$ cat config.mk
export PLATFORM = sky130hd
export DESIGN_NAME = i2s_rx
export DESIGN_NICKNAME = d
export VERILOG_FILES = /design/src/rtl/i2s_pkg.sv /design/src/rtl/i2s_sync_edge.sv /design/src/rtl/i2s_rx.sv
export SDC_FILE = /design/constraint.sdc
export NUM_CORES = 1
export LEC_CHECK = 0
export CORE_ASPECT_RATIO = 0.9
export CORE_MARGIN = 5
export CORE_UTILIZATION = 40
export CTS_CLUSTER_DIAMETER = 30
export DETAILED_ROUTE_END_ITERATION = 8
export PLACE_DENSITY = 0.6
export SYNTH_ARGS = -nofsm -noshare
export SYNTH_HDL_FRONTEND = slang
export SYNTH_SLANG_ARGS = --single-unit
export TNS_END_PERCENT = 5
$ cat constraint.sdc
create_clock -name input_clk -period 2.17 [get_ports input_clk]
set_clock_uncertainty 0.1 [all_clocks]
set_input_delay 0.434 -clock input_clk [delete_from_list [all_inputs] [get_ports input_clk]]
set_output_delay 0.434 -clock input_clk [all_outputs]
set_load 0.01 [all_outputs]
$ cat src/rtl/i2s_pkg.sv
// Shared types and constants for the I2S receive path.
package i2s_pkg;

  typedef enum logic [1:0] {
    SYNC  = 2'd0,
    LEFT  = 2'd1,
    RIGHT = 2'd2
  } i2s_rx_state_t;

  localparam int FRAME_BITS           = 64;
  localparam int DEFAULT_SAMPLE_WIDTH = 24;
  localparam int DEFAULT_SLOT_WIDTH   = 32;
  localparam int SYNC_STAGES          = 2;

endpackage

$ cat src/rtl/i2s_sync_edge.sv
// Multi-stage synchronizer for one edge-detected clock plus DATA_WIDTH plain data bits.
// The output stage keeps data aligned with the rise strobe it accompanies.
module i2s_sync_edge
  import i2s_pkg::*;
#(
  parameter int DATA_WIDTH = 2
) (
  input  logic                  input_clk,
  input  logic                  reset,
  input  logic                  clk_in,
  input  logic [DATA_WIDTH-1:0] data_in,
  output logic                  clk_rise,
  output logic [DATA_WIDTH-1:0] data_out
);

  localparam int W = DATA_WIDTH + 1;

  logic [W-1:0] stages [SYNC_STAGES];
  logic [W-1:0] aligned;

  always_ff @(posedge input_clk) begin
    if (!reset) begin
      for (int i = 0; i < SYNC_STAGES; i++) stages[i] <= '0;
      aligned  <= '0;
      clk_rise <= 1'b0;
    end else begin
      stages[0] <= {data_in, clk_in};
      for (int i = 1; i < SYNC_STAGES; i++) stages[i] <= stages[i-1];
      aligned  <= stages[SYNC_STAGES-1];
      clk_rise <= stages[SYNC_STAGES-1][0] & ~aligned[0];
    end
  end

  assign data_out = aligned[W-1:1];

endmodule

$ cat src/rtl/i2s_rx.sv
// I2S receiver: oversampled deserializer emitting stereo pairs on a valid/ready port.
// Define I2S_RX_DEBUG_EN to expose the slot bit index (bit_counter) and FSM state.
module i2s_rx
  import i2s_pkg::*;
#(
  parameter int SAMPLE_WIDTH = DEFAULT_SAMPLE_WIDTH,
  parameter int SLOT_WIDTH   = DEFAULT_SLOT_WIDTH
) (
  input  logic                    input_clk,
  input  logic                    reset,
  input  logic                    serial_clk,
  input  logic                    word_select,
  input  logic                    sound_bit_in,
  output logic [SAMPLE_WIDTH-1:0] sample_left,
  output logic [SAMPLE_WIDTH-1:0] sample_right,
  output logic                    sample_valid,
  input  logic                    sample_ready,
  output logic                    overrun,
  output logic                    frame_error
`ifdef I2S_RX_DEBUG_EN
  ,
  output logic [5:0]              bit_counter,
  output logic [1:0]              fsm_state
`endif
);

  // Handshake: a pair transfers on every cycle where sample_valid & sample_ready;
  // data is held stable while sample_valid is high and not yet accepted.

  localparam logic [5:0] IDX_MAX  = 6'(SLOT_WIDTH - 1);
  localparam logic [5:0] IDX_LSB  = 6'(SAMPLE_WIDTH - 1);
  localparam logic [5:0] IDX_FULL = 6'(SAMPLE_WIDTH);

  logic                    sck_rise;
  logic [1:0]              sync_data;
  logic                    ws;
  logic                    sd;
  logic                    ws_prev;
  logic                    ws_change;
  logic                    accept;
  logic [5:0]              idx;
  logic [SAMPLE_WIDTH-1:0] shift;
  logic [SAMPLE_WIDTH-1:0] word_next;
  logic [SAMPLE_WIDTH-1:0] left_stage;
  i2s_rx_state_t           state;

  i2s_sync_edge #(.DATA_WIDTH(2)) u_sync (
    .input_clk (input_clk),
    .reset     (reset),
    .clk_in    (serial_clk),
    .data_in   ({sound_bit_in, word_select}),
    .clk_rise  (sck_rise),
    .data_out  (sync_data)
  );

  assign ws        = sync_data[0];
  assign sd        = sync_data[1];
  assign ws_change = sck_rise & (ws != ws_prev);
  assign accept    = sample_valid & sample_ready;
  assign word_next = {shift[SAMPLE_WIDTH-2:0], sd};

  always_ff @(posedge input_clk) begin
    if (!reset) begin
      state        <= SYNC;
      ws_prev      <= 1'b0;
      idx          <= '0;
      shift        <= '0;
      left_stage   <= '0;
      sample_left  <= '0;
      sample_right <= '0;
      sample_valid <= 1'b0;
      overrun      <= 1'b0;
      frame_error  <= 1'b0;
    end else begin
      overrun     <= 1'b0;
      frame_error <= 1'b0;
      if (accept) sample_valid <= 1'b0;
      if (sck_rise) begin
        ws_prev <= ws;
        if (ws_change) begin
          // The bit riding on the WS-change strobe belongs to the old slot.
          idx <= '0;
          case (state)
            SYNC:  if (!ws) state <= LEFT;
            LEFT: begin
              if (idx < IDX_FULL) begin
                frame_error <= 1'b1;
                state       <= SYNC;
              end else begin
                state <= RIGHT;
              end
            end
            RIGHT: begin
              if (idx < IDX_FULL) frame_error <= 1'b1;
              state <= LEFT;
            end
            default: state <= SYNC;
          endcase
        end else begin
          if (idx < IDX_FULL) shift <= word_next;
          if (idx < IDX_MAX) idx <= idx + 6'd1;
          if (idx == IDX_LSB && state == LEFT) left_stage <= word_next;
          if (idx == IDX_LSB && state == RIGHT) begin
            // A same-cycle accept frees the holding register for the new pair.
            if (!sample_valid || accept) begin
              sample_left  <= left_stage;
              sample_right <= word_next;
              sample_valid <= 1'b1;
            end else begin
              overrun <= 1'b1;
            end
          end
        end
      end
    end
  end

`ifdef I2S_RX_DEBUG_EN
  assign bit_counter = idx;
  assign fsm_state   = state;
`endif

endmodule

## After elaboration in Yosys (flattened, before gate mapping)

Memory sizes are Yosys's and may differ from the RTL's.
Index checks and enable logic that the tools add are counted.

| operators by class | value |
|---|---|
| add/sub/neg operators | 1 |
| magnitude comparators | 2 |
| equality and inequality tests | 5 |
| multiplexer cells | 16 |
| bitwise operators | 10 |
| reduce and logical (&&, ||, !) cells | 14 |

Operators with widths:

| operator | count |
|---|---|
| $lt A6 B5 Y1 const B | 2 |
| $mux W6 | 2 |
| $mux W1 | 9 |
| $reduce_and A3 Y1 | 3 |
| $reduce_and A4 Y1 | 2 |
| $add A6 B1 Y6 const B | 1 |
| $eq A6 B5 Y1 const B | 1 |
| $mux W3 | 2 |
| $pmux W2 S3 | 1 |
| $not A1 Y1 | 5 |
| $mux W2 | 2 |
| $reduce_or A4 Y1 | 1 |
| $and A1 B1 Y1 | 3 |
| $eq A2 B1 Y1 const B | 1 |
| $eq A2 B2 Y1 const B | 1 |
| $logic_and A1 B1 Y1 | 2 |
| $logic_not A2 Y1 | 1 |
| $ne A2 B2 Y1 const B | 1 |
| $or A1 B1 Y1 | 2 |
| $reduce_and A2 Y1 | 1 |
| $reduce_bool A2 Y1 | 1 |
| $reduce_or A2 Y1 | 1 |
| $logic_not A1 Y1 | 1 |
| $logic_or A1 B1 Y1 | 1 |
| $ne A1 B1 Y1 | 1 |

| word-level totals | value |
|---|---|
| register bits | 111 |
| memory bits (writable) | 6 |
| input bits | 6 |
| output and inout port bits | 51 |
| word-level logic and storage cells | 61 |
| memories | 1 |

Memories:

| name | depth | bits a word | rd ports | clocked after Yosys merged registers in | wr ports | line | text |
|---|---|---|---|---|---|---|---|
| u_sync.stages | 2 | 3 | 2 | 0 | 2 | i2s_sync_edge.sv:18 | `logic [W-1:0] stages [SYNC_STAGES];` |

## Logic depth before layout (Yosys ltp)

| logic depth | value |
|---|---|
| depth in word-level cells | 6 |
| gate-level depth with buffers | 8 |
| depth with buffers taken out | 5 |

## Modules after synthesis

Synthesis repeated with hierarchy kept, for this count alone.

| unflattened totals | value |
|---|---|
| cells, all modules | 451 |
| area total of the unflattened synthesis | 4377.9 µm² |

By module, submodules not included:

| module | times used | cells an instance | area each (µm²) | sequential area each (µm²) |
|---|---|---|---|---|
| i2s_rx | 1 | 429 | 4086.4 | 2142.1 |
| i2s_sync_edge | 1 | 22 | 291.5 | 200.2 |

## Least setup slack after synthesis

OpenSTA, ideal clock, no wires.

| path | value |
|---|---|
| path type | input-to-reg |
| from | input idx[0] |
| to | register sample_left[0] |
| setup time | 120 ps |
| data arrival time | 1567 ps |
| data required time | 1950 ps |
| setup slack | 384 ps |
| stages on the path | 8 |
| buffers on the path | 3 |
| path through | dfxtp_1 > ha_1 > nand3_1 > or4_1 > clkbuf_1 > buf_6 > buf_6 > mux2i_1 |

| between the ends | value |
|---|---|
| cells in the longest elaborated chain, start to end | 3 |

Ends and longest elaborated chain:

| what | line | text |
|---|---|---|
| start: declaration | i2s_rx.sv:41 | `logic [5:0] idx;` |
| $eq A6 B5 Y1 | i2s_rx.sv:103 | `if (idx == IDX_LSB && state == RIGHT) begin` |
| $logic_and A1 B1 Y1 | i2s_rx.sv:103 |  |
| $reduce_and A4 Y1 (no source line) | n/a |  |
| end signal: assignment | i2s_rx.sv:106 | `sample_left <= left_stage;` |
| end: declaration | i2s_rx.sv:14 | `output logic [SAMPLE_WIDTH-1:0] sample_left,` |

No other way between the ends.
A chain may end at the register's enable or synchronous reset.

## Final worst setup path

| path | value |
|---|---|
| from | input state[0] |
| to | register sample_right[15] |

| between the ends | value |
|---|---|
| cells in the longest elaborated chain, start to end | 3 |

Ends and longest elaborated chain:

| what | line | text |
|---|---|---|
| start: declaration | i2s_rx.sv:45 | `i2s_rx_state_t state;` |
| $eq A2 B2 Y1 | i2s_rx.sv:103 |  |
| $logic_and A1 B1 Y1 | i2s_rx.sv:103 |  |
| $reduce_and A4 Y1 (no source line) | n/a |  |
| end signal: assignment | i2s_rx.sv:107 | `sample_right <= word_next;` |
| end: declaration | i2s_rx.sv:15 | `output logic [SAMPLE_WIDTH-1:0] sample_right,` |

No other way between the ends.

==> impl_summary.log <==
[metrics] worst-case vdd ir drop: 0.7351 mV
[metrics] vias in the first global route: 3,212
[metrics] power density cells: 859.1 mW/mm²
[metrics] number of warnings reported in the yosys synthesis log: 0
[metrics] count of cell types in the netlist: 37
[metrics] remaining global-route overflow: 0
[metrics] crit path DAT: 2220 ps
[metrics] Hold/Removal Path Class: register to register
[metrics] Leakage Power: 2.279 nW
[metrics] clock tree from TritonCTS: built
[metrics] fill count: 984
[metrics] Hold Slack: 286.9 ps
[metrics] area added between synthesis and finish: 29.83%
[metrics] Logic pwr share: 0.018
[metrics] setup repair after global routing missed its margin: false
[metrics] DRC violations left: 0
[metrics] ratio of cells with drive above 1 in the final layout: 0.09867
[metrics] count of instances resized after the clock tree is built: 0
[metrics] area of the mapped netlist: 0.004513 mm²
[metrics] min cycle time layout: 2044 ps
[metrics] register share of total power: 0.430
[metrics] sum of buffers and inverters on the critical path: 2
[metrics] final number of setup-violating endpoints: 0
[metrics] post-route core utilization: 0.5353
[metrics] Clk pwr share: 0.552
[metrics] fmax: 489.2 MHz
[metrics] period utilization: 0.9420
[metrics] cell family contributing the most delay on the critical path: simple AND/OR/NAND/NOR gates
[metrics] maximum number of pins on one net before global-route repair: 49
[metrics] gate count after technology mapping: 463
[metrics] total routing usage reported by global routing: 0.1465
[metrics] later-pin clock latency in the skew report: 400 ps
[metrics] switching share of power: 0.2002
[metrics] Die Width: 122.0 µm
[metrics] worst slack at placement: -187.5 ps
[metrics] global-route wire length before repair: 15,990 µm
[metrics] number of buffers inserted during clock tree synthesis: 17
[metrics] Total Die Area: 0.01351 mm²
[metrics] wire length after detailed routing: 9689 µm
[metrics] Iter 0 DRT Violations: 241
[metrics] antenna violations before repair: 0
[metrics] Port Buffer Count: 56
[metrics] nets in the synthesized netlist: 474
[metrics] most common library cell in the layout ignoring fill and taps: dfxtp_1
[metrics] data required time of the worst path: 2340 ps
[metrics] cells along the critical path: inv_1 > ha_1 > nand3_1 > or4_2 > buf_4 > mux2i_1
[metrics] crit path kind: register to register
[metrics] status: completed
[metrics] Inserted Diodes: 0
[metrics] core box area: 0.01095 mm²
[metrics] commonest cells after routing, fill and taps aside: dfxtp_1, nand2_1, mux2i_1, clkdlybuf4s50_1, a21oi_1
[metrics] Post-CTS Hold Buffers: 0
[metrics] vertical die dimension: 110.8 µm
[metrics] final count of pins violating max slew: 0
[metrics] remaining number of nets flagged by the antenna check after routing: 0
[metrics] count of endpoints failing hold in the final timing report: 0
[metrics] max-capacitance violation count: 0
[metrics] CP max stage delay: 620 ps
[metrics] effective utilization at floorplan: 0.4123
[metrics] CP Capture Type: register
[metrics] dominant cell type by area after synthesis: dfxtp_1
[metrics] Switch Pwr: 1.008 mW
[metrics] number of placement rows: 36
[metrics] nature of the critical path startpoint: register
[metrics] slew at the pin closest to its max-slew limit: 1178 ps
[metrics] GP Congestion: 0.8049
[metrics] Syn Area/Cell: 9.747 µm²
[metrics] sequential fraction of the synthesis area: 0.5190
[metrics] number of nets in the finished design: 525
[metrics] maximum root-to-sink buffer count: 2
[metrics] H-tree levels: 4
[metrics] Final Worst Setup Slack: 125.9 ps
[metrics] largest driver fanout on the critical path: 20
[metrics] top area cells in the synthesized netlist: dfxtp_1, mux2i_1, nand2_1
[metrics] postcts setup bufs: 0
[metrics] clock tree sinks: 117
[metrics] clock transition at the register clock pins on the worst setup and hold paths after CTS: 50 ps
[metrics] io pins: 57
[metrics] headroom to the max-slew limit: 0.2108
[metrics] post-DP HPWL: 6157 µm
[metrics] count of state elements after synthesis: 117
[metrics] number of search-and-repair iterations in the first detailed-routing pass: 5
[metrics] Int Power: 4.026 mW
[metrics] root buffer selected by CTS: clkbuf_16
[metrics] total number of vias: 3,416
[metrics] critical-path cell with the highest stage delay: or4_2
[metrics] WL/cell: 14.27 µm
[metrics] via count normalized by instance count: 5.031
[metrics] Yosys top cell area share: 0.5190
final timing paths:
check / slack (ps) / startpoint / endpoint / depth (start not counted)
setup / recovery: 130 / state[0] / sample_right[15] / 6
hold / removal: 290 / u_sync.aligned[0] / u_sync.clk_rise / 1
setup reg to reg: 130 / state[0] / sample_right[15] / 6
hold reg to reg: 290 / u_sync.aligned[0] / u_sync.clk_rise / 1
sequential cells by signal, indices dropped and copies added (netlist names):
name             cells
sample_right        24
overrun              1
sample_valid         1
u_sync.aligned       3
u_sync.stages        6
u_sync.clk_rise      1
shift               23
state                2
sample_left         24
frame_error          1
left_stage          24
idx                  6
ws_prev              1
power by group through the flow:
stage | registers [mW] | logic (mW) | clock network, mW
finish | 2.16 | 0.0921 | 2.78
detailed placement | 2.21 | 0.0924 | 0
floorplan | 2.21 | 0.0576 | 0
global placement | 2.21 | 0.0913 | 0
CTS | 2.16 | 0.0925 | 2.83
global route | 2.16 | 0.101 | 2.93
worst register-to-register path, stage by stage (launching register included):
cell and delay [ps]:
dfxtp_1 330, inv_1 100, ha_1 210, nand3_1 110, or4_2 620, buf_4 280, mux2i_1 170
cell families after synthesis:
group,synth area share
adder cells (fa/ha/maj),0.01386
flip-flops,0.5190
AND/OR/NAND/NOR,0.1677
multiplexers,0.1641
AO/OA/AOI/OAI,0.08899
buffers and inverters,0.04242
XOR/XNOR,0.003882
cells in the mapped netlist:
master	number
ha_1	5
o2111ai_1	1
nor4_1	3
buf_6	3
a41oi_1	1
nand3_1	4
clkinv_1	1
nand3b_1	1
o221a_2	1
dfxtp_1	117
nand2_1	104
nand2b_1	1
and2_0	1
o21a_1	2
inv_1	3
and4_1	1
o31ai_1	24
a21oi_1	28
a211oi_1	2
o21ai_0	3
clkbuf_1	28
a21o_1	1
or3_1	2
nor2b_1	3
buf_1	2
nor2_1	2
mux2i_1	74
and2_1	9
nor4b_1	1
or4_1	1
and3_1	1
xor2_1	1
nand4bb_4	1
nor3_2	1
buf_2	6
nand4_1	23
xnor2_1	1
routing by layer:
layer,GRT usage,vias up,part of all wire
met2,0.2172,88,0.44
met4,0.05825,0,0.0096
li1,-,1725,-
met1,0.1991,1595,0.50
met5,0,-,0
met3,0.04388,8,0.057
cell type report:
cell class	instances	area, µm²	area share
Tap cell	152	190.2	0.03246
Clock inverter	7	93.84	0.01602
Timing Repair Buffer	71	708.2	0.1209
Clock buffer	25	505.5	0.08627
Inverter	4	15.01	0.002562
Sequential cell	117	2342	0.3997
Multi-Input combinational cell	303	2004	0.3421
per-stage QoR:
stage / instance area [µm²] / std cells / TNS [ps] / power [mW]
after floorplan: 4513 / 463 / 0 / 2.263
after global placement: 5258 / 647 / -5021 / 2.299
after detailed placement: 5258 / 647 / -6323 / 2.300
after CTS: 5857 / 679 / 0 / 5.087
after global routing: 5859 / 679 / 0 / 5.193
final: 5859 / 679 / 0 / 5.034
Power figures use the tool's default switching activity.
